**src/rtl/quantizer.sv**
```systemverilog
// Forward JPEG quantizer: divides one signed fixed-point DCT coefficient by its
// luminance table entry, rounds half away from zero, and saturates the result.
// A bit-serial restoring divider is used, so only one coefficient is in flight.
module quantizer #(
  parameter int Q_BIT     = 32,
  parameter int Q_FRAC    = 16,
  parameter int HDATA_BIT = 16,
  parameter int BLOCK_BIT = 3,
  parameter int TABLO_BIT = 8
) (
  input  logic                 clk_i,
  input  logic                 rst_i,
  input  logic [Q_BIT-1:0]     dct_veri_i,
  input  logic [BLOCK_BIT-1:0] dct_veri_row_i,
  input  logic [BLOCK_BIT-1:0] dct_veri_col_i,
  input  logic                 dct_veri_gecerli_i,
  input  logic                 dct_blok_son_i,
  output logic                 dct_veri_hazir_o,
  output logic [HDATA_BIT-1:0] zig_veri_o,
  output logic [BLOCK_BIT-1:0] zig_veri_row_o,
  output logic [BLOCK_BIT-1:0] zig_veri_col_o,
  output logic                 zig_veri_gecerli_o,
  output logic                 zig_blok_son_o,
  input  logic                 zig_veri_hazir_i
);

  // Quotient bits: |x| / (T*2^Q_FRAC) < 2^(Q_BIT-Q_FRAC), plus one for rounding.
  localparam int N      = Q_BIT - Q_FRAC + 1;
  localparam int CW     = $clog2(N);
  localparam int DW_DIV = TABLO_BIT + Q_FRAC + N - 1;
  localparam int DW     = ((DW_DIV > Q_BIT + 1) ? DW_DIV : Q_BIT + 1) + 1;
  localparam int SMAX   = 2 ** (HDATA_BIT - 1) - 1;

  // ISO/IEC 10918-1 Table K.1 luminance, row-major.
  localparam logic [7:0] QTAB [64] = '{
    8'd16, 8'd11, 8'd10, 8'd16, 8'd24,  8'd40,  8'd51,  8'd61,
    8'd12, 8'd12, 8'd14, 8'd19, 8'd26,  8'd58,  8'd60,  8'd55,
    8'd14, 8'd13, 8'd16, 8'd24, 8'd40,  8'd57,  8'd69,  8'd56,
    8'd14, 8'd17, 8'd22, 8'd29, 8'd51,  8'd87,  8'd80,  8'd62,
    8'd18, 8'd22, 8'd37, 8'd56, 8'd68,  8'd109, 8'd103, 8'd77,
    8'd24, 8'd35, 8'd55, 8'd64, 8'd81,  8'd104, 8'd113, 8'd92,
    8'd49, 8'd64, 8'd78, 8'd87, 8'd103, 8'd121, 8'd120, 8'd101,
    8'd72, 8'd92, 8'd95, 8'd98, 8'd112, 8'd100, 8'd103, 8'd99
  };

  typedef enum logic [1:0] {BOSTA, BOL, CIKIS} state_t;

  state_t                 state_q, state_d;
  logic                   sign_q, sign_d;
  logic [DW-1:0]          rem_q, rem_d;
  logic [DW-1:0]          dsh_q, dsh_d;
  logic [N-1:0]           quo_q, quo_d;
  logic [CW-1:0]          cnt_q, cnt_d;
  logic [BLOCK_BIT-1:0]   row_q, row_d, col_q, col_d;
  logic                   son_q, son_d;
  logic [HDATA_BIT-1:0]   zdat_q, zdat_d;
  logic [BLOCK_BIT-1:0]   zrow_q, zrow_d, zcol_q, zcol_d;
  logic                   zvld_q, zvld_d;
  logic                   zson_q, zson_d;

  logic [2*BLOCK_BIT-1:0] idx;
  logic [TABLO_BIT-1:0]   tval;
  logic [Q_BIT:0]         xext, mag;
  logic [DW-1:0]          rem_init, dsh_init;
  logic                   qbit;
  logic [N-1:0]           quo_nx;
  logic [HDATA_BIT-1:0]   sat, res;

  // Operand prep, one divider step, and sign/saturation of the final quotient.
  always_comb begin
    idx      = {dct_veri_row_i, dct_veri_col_i};
    tval     = TABLO_BIT'(QTAB[idx]);
    xext     = {dct_veri_i[Q_BIT-1], dct_veri_i};
    mag      = dct_veri_i[Q_BIT-1] ? (~xext + (Q_BIT+1)'(1)) : xext;
    // Adding half a divisor turns truncation into round-half-up on |x|.
    rem_init = DW'(mag) + (DW'(tval) << (Q_FRAC - 1));
    dsh_init = DW'(tval) << (Q_FRAC + N - 1);
    qbit     = (rem_q >= dsh_q);
    quo_nx   = {quo_q[N-2:0], qbit};
    sat      = (quo_nx > N'(SMAX)) ? HDATA_BIT'(SMAX) : HDATA_BIT'(quo_nx);
    // Negating a zero magnitude yields +0, never a negative zero pattern.
    res      = sign_q ? (~sat + HDATA_BIT'(1)) : sat;
  end

  // Next-state logic for the accept / divide / hold-output sequence.
  always_comb begin
    state_d = state_q;
    sign_d  = sign_q;
    rem_d   = rem_q;
    dsh_d   = dsh_q;
    quo_d   = quo_q;
    cnt_d   = cnt_q;
    row_d   = row_q;
    col_d   = col_q;
    son_d   = son_q;
    zdat_d  = zdat_q;
    zrow_d  = zrow_q;
    zcol_d  = zcol_q;
    zvld_d  = zvld_q;
    zson_d  = zson_q;
    case (state_q)
      BOSTA: begin
        if (dct_veri_gecerli_i) begin
          state_d = BOL;
          sign_d  = dct_veri_i[Q_BIT-1];
          rem_d   = rem_init;
          dsh_d   = dsh_init;
          quo_d   = '0;
          cnt_d   = CW'(N - 1);
          row_d   = dct_veri_row_i;
          col_d   = dct_veri_col_i;
          son_d   = dct_blok_son_i;
        end
      end
      BOL: begin
        if (qbit) rem_d = rem_q - dsh_q;
        quo_d = quo_nx;
        dsh_d = dsh_q >> 1;
        if (cnt_q == '0) begin
          state_d = CIKIS;
          zdat_d  = res;
          zrow_d  = row_q;
          zcol_d  = col_q;
          zson_d  = son_q;
          zvld_d  = 1'b1;
        end else begin
          cnt_d = cnt_q - CW'(1);
        end
      end
      CIKIS: begin
        if (zig_veri_hazir_i) begin
          zvld_d  = 1'b0;
          state_d = BOSTA;
        end
      end
      default: state_d = BOSTA;
    endcase
  end

  // State and datapath registers; reset drops any in-flight coefficient.
  always_ff @(posedge clk_i) begin
    if (rst_i) begin
      state_q <= BOSTA;
      sign_q  <= 1'b0;
      rem_q   <= '0;
      dsh_q   <= '0;
      quo_q   <= '0;
      cnt_q   <= '0;
      row_q   <= '0;
      col_q   <= '0;
      son_q   <= 1'b0;
      zdat_q  <= '0;
      zrow_q  <= '0;
      zcol_q  <= '0;
      zvld_q  <= 1'b0;
      zson_q  <= 1'b0;
    end else begin
      state_q <= state_d;
      sign_q  <= sign_d;
      rem_q   <= rem_d;
      dsh_q   <= dsh_d;
      quo_q   <= quo_d;
      cnt_q   <= cnt_d;
      row_q   <= row_d;
      col_q   <= col_d;
      son_q   <= son_d;
      zdat_q  <= zdat_d;
      zrow_q  <= zrow_d;
      zcol_q  <= zcol_d;
      zvld_q  <= zvld_d;
      zson_q  <= zson_d;
    end
  end

  assign dct_veri_hazir_o   = (state_q == BOSTA);
  assign zig_veri_o         = zdat_q;
  assign zig_veri_row_o     = zrow_q;
  assign zig_veri_col_o     = zcol_q;
  assign zig_veri_gecerli_o = zvld_q;
  assign zig_blok_son_o     = zson_q;

endmodule

```
**config.mk**
```make
export PLATFORM = sky130hd
export DESIGN_NAME = quantizer
export DESIGN_NICKNAME = d
export VERILOG_FILES = /design/src/rtl/quantizer.sv
export SDC_FILE = /design/constraint.sdc
export NUM_CORES = 1
export LEC_CHECK = 0
export ABC_AREA = 1
export CORE_AREA = 10 10 150 152
export DETAILED_ROUTE_END_ITERATION = 7
export DIE_AREA = 0 0 160 162
export PLACE_DENSITY = 0.83
export SLEW_MARGIN = 20
export SYNTH_ARGS = -nofsm -noshare
export SYNTH_HDL_FRONTEND = slang
export SYNTH_SLANG_ARGS = --single-unit
```
**constraint.sdc**
```tcl
create_clock -name clk_i -period 5.9 [get_ports clk_i]
set_clock_uncertainty 0.2 [all_clocks]
set_input_delay 0.885 -clock clk_i [delete_from_list [all_inputs] [get_ports clk_i]]
set_output_delay 0.885 -clock clk_i [all_outputs]
set_load 0.02 [all_outputs]
```
# == Word-level counts from Yosys, hierarchy flattened ==
# Memories as Yosys holds them, arrays and structs flattened.
# Cells that the tools add are included.
# totals
reg_bits,137
input_bits,43
mem_bits_ro,512
elab_cells,66
memories,1
output_inout_bits,25
# mem_list
name,words,width,read_ports,rd_clocked_by_memory_dff,write_ports,line,rtl
(no name shown),64,8,1,0,0,72,tval = TABLO_BIT'(QTAB[idx]);
# classes
n_addsub,5
muxes,22
n_lt_le_gt_ge,3
eq_ne,7
bitwise,3
reduce_logical,11
# op_table
operator,n
one-hot mux 41 bit (2 select lines),2
2-to-1 mux 41 bit,3
2-to-1 mux 16 bit,3
greater-or-equal comparator 41 bit,1
subtractor 41 bit,1
adder 33 x 23 -> 34 bit,1
adder 33 x 1 -> 33 bit (second input constant),1
2-to-1 mux 33 bit,1
inverter 33 bit,1
one-hot mux 16 bit (2 select lines),1
greater-than comparator 17 x 15 -> 1 bit (second input constant),1
adder 16 x 1 -> 16 bit (second input constant),1
2-to-1 mux 8 bit,2
inverter 16 bit,1
AND reduction 3 bit,4
2-to-1 mux 5 bit,2
!= test 2 bit (second input constant),5
one-hot mux 5 bit (2 select lines),1
greater-or-equal comparator 7 bit (second input constant),1
inverter 6 -> 7 bit,1
2-to-1 mux 2 bit,3
one-hot mux 2 bit (3 select lines),1
AND reduction 2 bit,3
logical NOT 5 bit,1
other kinds (7),9

# == Depth between registers and ports, before layout ==
# depth
ltp_word,7
ltp_mapped,23
ltp_nobuf,23

# == Least setup slack after synthesis ==
# Ideal clock, no wire load.
# synth_timing
path_kind,input-to-reg
from,input dct_veri_col_i[0]
to,register rem_q[31]
slack_ps,1960
arrival_time_ps,3670
setup_time_ps,70
required_time_ps,5630
n_path_buf,0
cell_stages,22
path_cell_list,inv_1 > ha_1 > nor2_1 > nor2_1 > o21ai_0 > nand3_1 > a32o_1 > inv_1 > ha_1 > inv_1 > fa_1 > inv_1 > nand4_1 > o211ai_1 > nand2_1 > nand2_1 > nand4_1 > nor2_2 > nand2_1 > o21bai_1 > nand2_1 > a21oi_1
# synth_between
elab_chain_len,7
# synth_rtl
element,line,rtl
"start, declared",15,"input logic [BLOCK_BIT-1:0] dct_veri_col_i,"
inverter 6 -> 7 bit (not written as such),72,
memory (64 x 8 bit),--,
2-to-1 mux 8 bit (not written as such) (2 in series),72,
adder 33 x 23 -> 34 bit,76,rem_init = DW'(mag) + (DW'(tval) << (Q_FRAC - 1));
2-to-1 mux 41 bit,103,if (dct_veri_gecerli_i) begin
one-hot mux 41 bit (2 select lines),101,case (state_q)
"end signal, assigned",160,rem_q <= rem_d;
"end, declared",50,"logic [DW-1:0] rem_q, rem_d;"
# No other way between the ends. The select of a mux whose other input is x is not followed.
# A chain may end at the register's enable or synchronous reset.

# == Worst setup path after layout ==
# layout_timing
from,input dct_veri_col_i[1]
to,register rem_q[31]
# The elaborated chain is that of the path after synthesis.

==> results_dict.tcl <==
set metrics [dict create \
    status "finished, final reports clean" \
    r2r_cells 21 \
    max_slew_margin_pct 30.6 \
    crit_arrival_ns 5.05 \
    worstPathCellList "clkdlybuf4s50_1, inv_1, ha_1, nor2_1, nor2_1, o21ai_0, nand3_1, a32o_1, inv_1, ha_1, inv_1, fa_1, inv_1, nand4_1, o211ai_1, nand2_1, nand2_1, nand4_1, nor2_2, nand2_1, o21bai_1, nand2_1, a21oi_1" \
    vias 11536 \
    ioPinCount 68 \
    cts_setup_buffers 0 \
    grt_max_degree 77 \
    synth_flop_cell "dfxtp_1" \
    hold_ws_ns 0.266 \
    synth_fp_nets 1832 \
    fill_cells 1897 \
    ant_nets 0 \
    worstHoldPathType "flip-flop to flip-flop" \
    dp_hpwl_mm 25.8 \
    die_height_um 162 \
    grt_overflow 0 \
    grt_pass1_wl_mm 55.1 \
    drt-pass1-iter-count 6 \
    async_flop_share_pct 0 \
    numCtsBuffers 17 \
    fin_nets 1865 \
    clock-sinks 135 \
    start_kind "primary input" \
    yosysWarnings 0 \
    finalCriticalPeriod_ns 4.90 \
    slew_viol_final 0 \
    io_buffers 67 \
    grt_use_total_pct 25.5 \
    die-area_um2 25900 \
    required_ns 6.05 \
    crit_slowest_cell "clkdlybuf4s50_1" \
    crit_path_end_kind "flip-flop" \
    n_antenna_cell 0 \
    cts_root_buf "clkbuf_16" \
    report.power.total_w 0.00723 \
    rows 51 \
    cts_hold_buf 0 \
    clkLatencyLatePin_ns 0.43 \
    routed_wirelength_mm 34.0 \
    drive_gt1_share_pct 5.85 \
    p_leak_nw 5.24 \
    ys_seq_area_share_pct 25.5 \
    max_freq_ghz 0.204 \
    core_region_area_um2 19400 \
    max_cap_viol_count 0 \
    min_path_cells 2 \
    period_share_pct 83.1 \
    antenna_found_initial 0 \
    syn2layout_area_growth_pct 13.3 \
    ctsResizeCount 0 \
    tritoncts "built" \
    r2r-end "zig_veri_o[14]$_SDFFE_PP0P_" \
    min_to "zig_veri_gecerli_o$_SDFFE_PP0P_" \
    vias_per_cell 5.64 \
    netlist_instances 1733 \
    ys_ff_latch 135 \
    grt_pass1_vias 10945 \
    p_per_area_nw_per_um2 602 \
    gp_congestion 1.01 \
    worst-r2r-setup-slack_ns 2.03 \
    finalHoldViolCount 0 \
    tightestPinTransition_ns 1.04 \
    setup_violations 0 \
    worstPathMaxFanout 8 \
    cp_slowest_stage_delay_ns 0.64 \
    setup_tns_ns 0 \
    cts_buffer_depth 2 \
    syn_area_um2 10600 \
    drt_iter0_drc 1000 \
    initial_utilization_pct 54.6 \
    synth_edf_count 0 \
    htreeDepth 4 \
    peakVddDrop_uv 403 \
    dp.cells 2012 \
    drc 0 \
    synth.distinct_cells 55 \
    hp-start "zig_veri_gecerli_o$_SDFFE_PP0P_" \
    post_drt_wl_per_cell_um 16.6 \
    worstReg2RegStart "dsh_q[21]$_SDFFE_PP0P_" \
    worstSetupPathType "primary input to flip-flop" \
    clk_pin_slew_ns 0.06 \
    instances_no_fill 2044 \
    synth_area_per_cell_um2 6.11 \
    fin_util_pct 61.8 \
    rsz0062_at_grt "false" \
    die_x_um 160 \
]
## cell families (layout without fill, tap and decap cells)
group / count (synthesis) / after routing / synth area share (%)
adder cells (fa/ha/maj): 56 / 56 / 6.76
flip-flops: 135 / 135 / 25.5
AND/OR/NAND/NOR: 826 / 826 / 33.5
XOR/XNOR: 24 / 24 / 1.99
AO/OA/AOI/OAI: 425 / 425 / 22.1
buffers and inverters: 267 / 313 / 10.1
## layer usage
layer,track usage (%),part of all wire [%],vias up
met5,0,0,-
met4,10.4,3.7,0
met3,4.95,7.2,82
met2,41.0,45,450
met1,32.9,44,5235
li1,-,-,5769
## area by class of cell
class	instances	area [um2]	area share, %
flip-flops and latches	135	2700	22.5
multi-input cells	1331	6820	56.8
inverters	207	782	6.52
clock inverters	14	213	1.77
repair buffers	74	718	5.99
well taps	265	332	2.76
clock buffers	18	429	3.58
## flip-flops by register name, summed over array words and instances (netlist names)
signal,count
quo_q,16
rem_q,41
cnt_q,5
dsh_q,39
col_q,3
state_q,2
row_q,3
zig_blok_son_o,1
zig_veri_o,16
sign_q,1
zig_veri_gecerli_o,1
zig_veri_col_o,3
zig_veri_row_o,3
son_q,1
## worst max path at each step
stage	startpoint	to	slack, ns	cells after the start
floorplan	dct_veri_col_i[0]	rem_q[31]$_SDFFE_PP0P_	1.96	22
global placement	dct_veri_col_i[1]	rem_q[31]$_SDFFE_PP0P_	0.82	23
detailed placement	dct_veri_col_i[1]	rem_q[31]$_SDFFE_PP0P_	0.65	23
CTS	dct_veri_col_i[1]	rem_q[31]$_SDFFE_PP0P_	1.05	23
global route	dct_veri_col_i[1]	rem_q[31]$_SDFFE_PP0P_	0.60	23
finish	dct_veri_col_i[1]	rem_q[31]$_SDFFE_PP0P_	1.0	23
## cells in the mapped netlist (3+ instances only)
cell,count,area [um2]
a211oi_2,3,37.5
a21o_1,5,37.5
a21oi_1,183,916
a21oi_2,10,87.6
a31oi_1,29,181
a32o_1,3,30.0
buf_2,9,45.0
buf_6,4,45.0
clkbuf_1,42,158
dfxtp_1,135,2700
ha_1,54,676
inv_1,202,758
inv_2,4,15.0
nand2_1,417,1570
nand2_2,13,81.3
nand3_1,102,510
nand3b_1,8,60.1
nand4_1,17,106
nor2_1,212,796
nor2_2,14,87.6
nor2_4,3,33.8
nor3_1,12,60.1
nor4_1,7,43.8
o211ai_1,7,52.6
o21ai_0,132,661
o21ai_1,24,120
o21bai_1,14,105
o22ai_1,4,25.0
o31ai_1,4,30.0
or2_2,6,37.5
xnor2_1,11,96.3
xor2_1,13,114
## layout by cell type (no fill, tap or decap), types with 5 or more instances in the layout
cell / netlist / final
a21oi_1: 183 / 183
xor2_1: 13 / 13
dfxtp_1: 135 / 135
clkbuf_16: 0 / 17
clkdlybuf4s50_1: 0 / 66
o21ai_1: 24 / 24
o211ai_1: 7 / 7
ha_1: 54 / 54
nand2_1: 417 / 417
nor2_2: 14 / 15
nor4_1: 7 / 7
a21o_1: 5 / 5
nand4_1: 17 / 17
o21bai_1: 14 / 14
nand2_2: 13 / 13
xnor2_1: 11 / 11
inv_1: 202 / 202
nor2_1: 212 / 211
buf_4: 1 / 7
nand3b_1: 8 / 8
nor3_1: 12 / 12
nand3_1: 102 / 102
a31oi_1: 29 / 29
or2_2: 6 / 6
o21ai_0: 132 / 132
a21oi_2: 10 / 10
## where the power goes
group	leakage [nW]	internal [W]	switching, W	total, W
registers	1.10	0.00113	0.000154	0.00128
logic	3.83	0.00152	0.00325	0.00476
clock network	0.307	0.000722	0.000462	0.00118
total	5.24	0.00336	0.00386	0.00723
## metrics by stage
step	instance area [um2]	setup slack, ns
global route	12000	0.602
global placement	11400	0.822
floorplan	10600	1.96
CTS	12000	1.05
finish	12000	0.999
detailed placement	11400	0.654
## worst max-delay path: cells and delay by family
family	cells	cell delay, ns
compound gates	5	0.84
fa+ha+maj	3	0.92
buf+inv	5	1.00
simple gates	10	1.42
(Power assumes the default switching activity.)
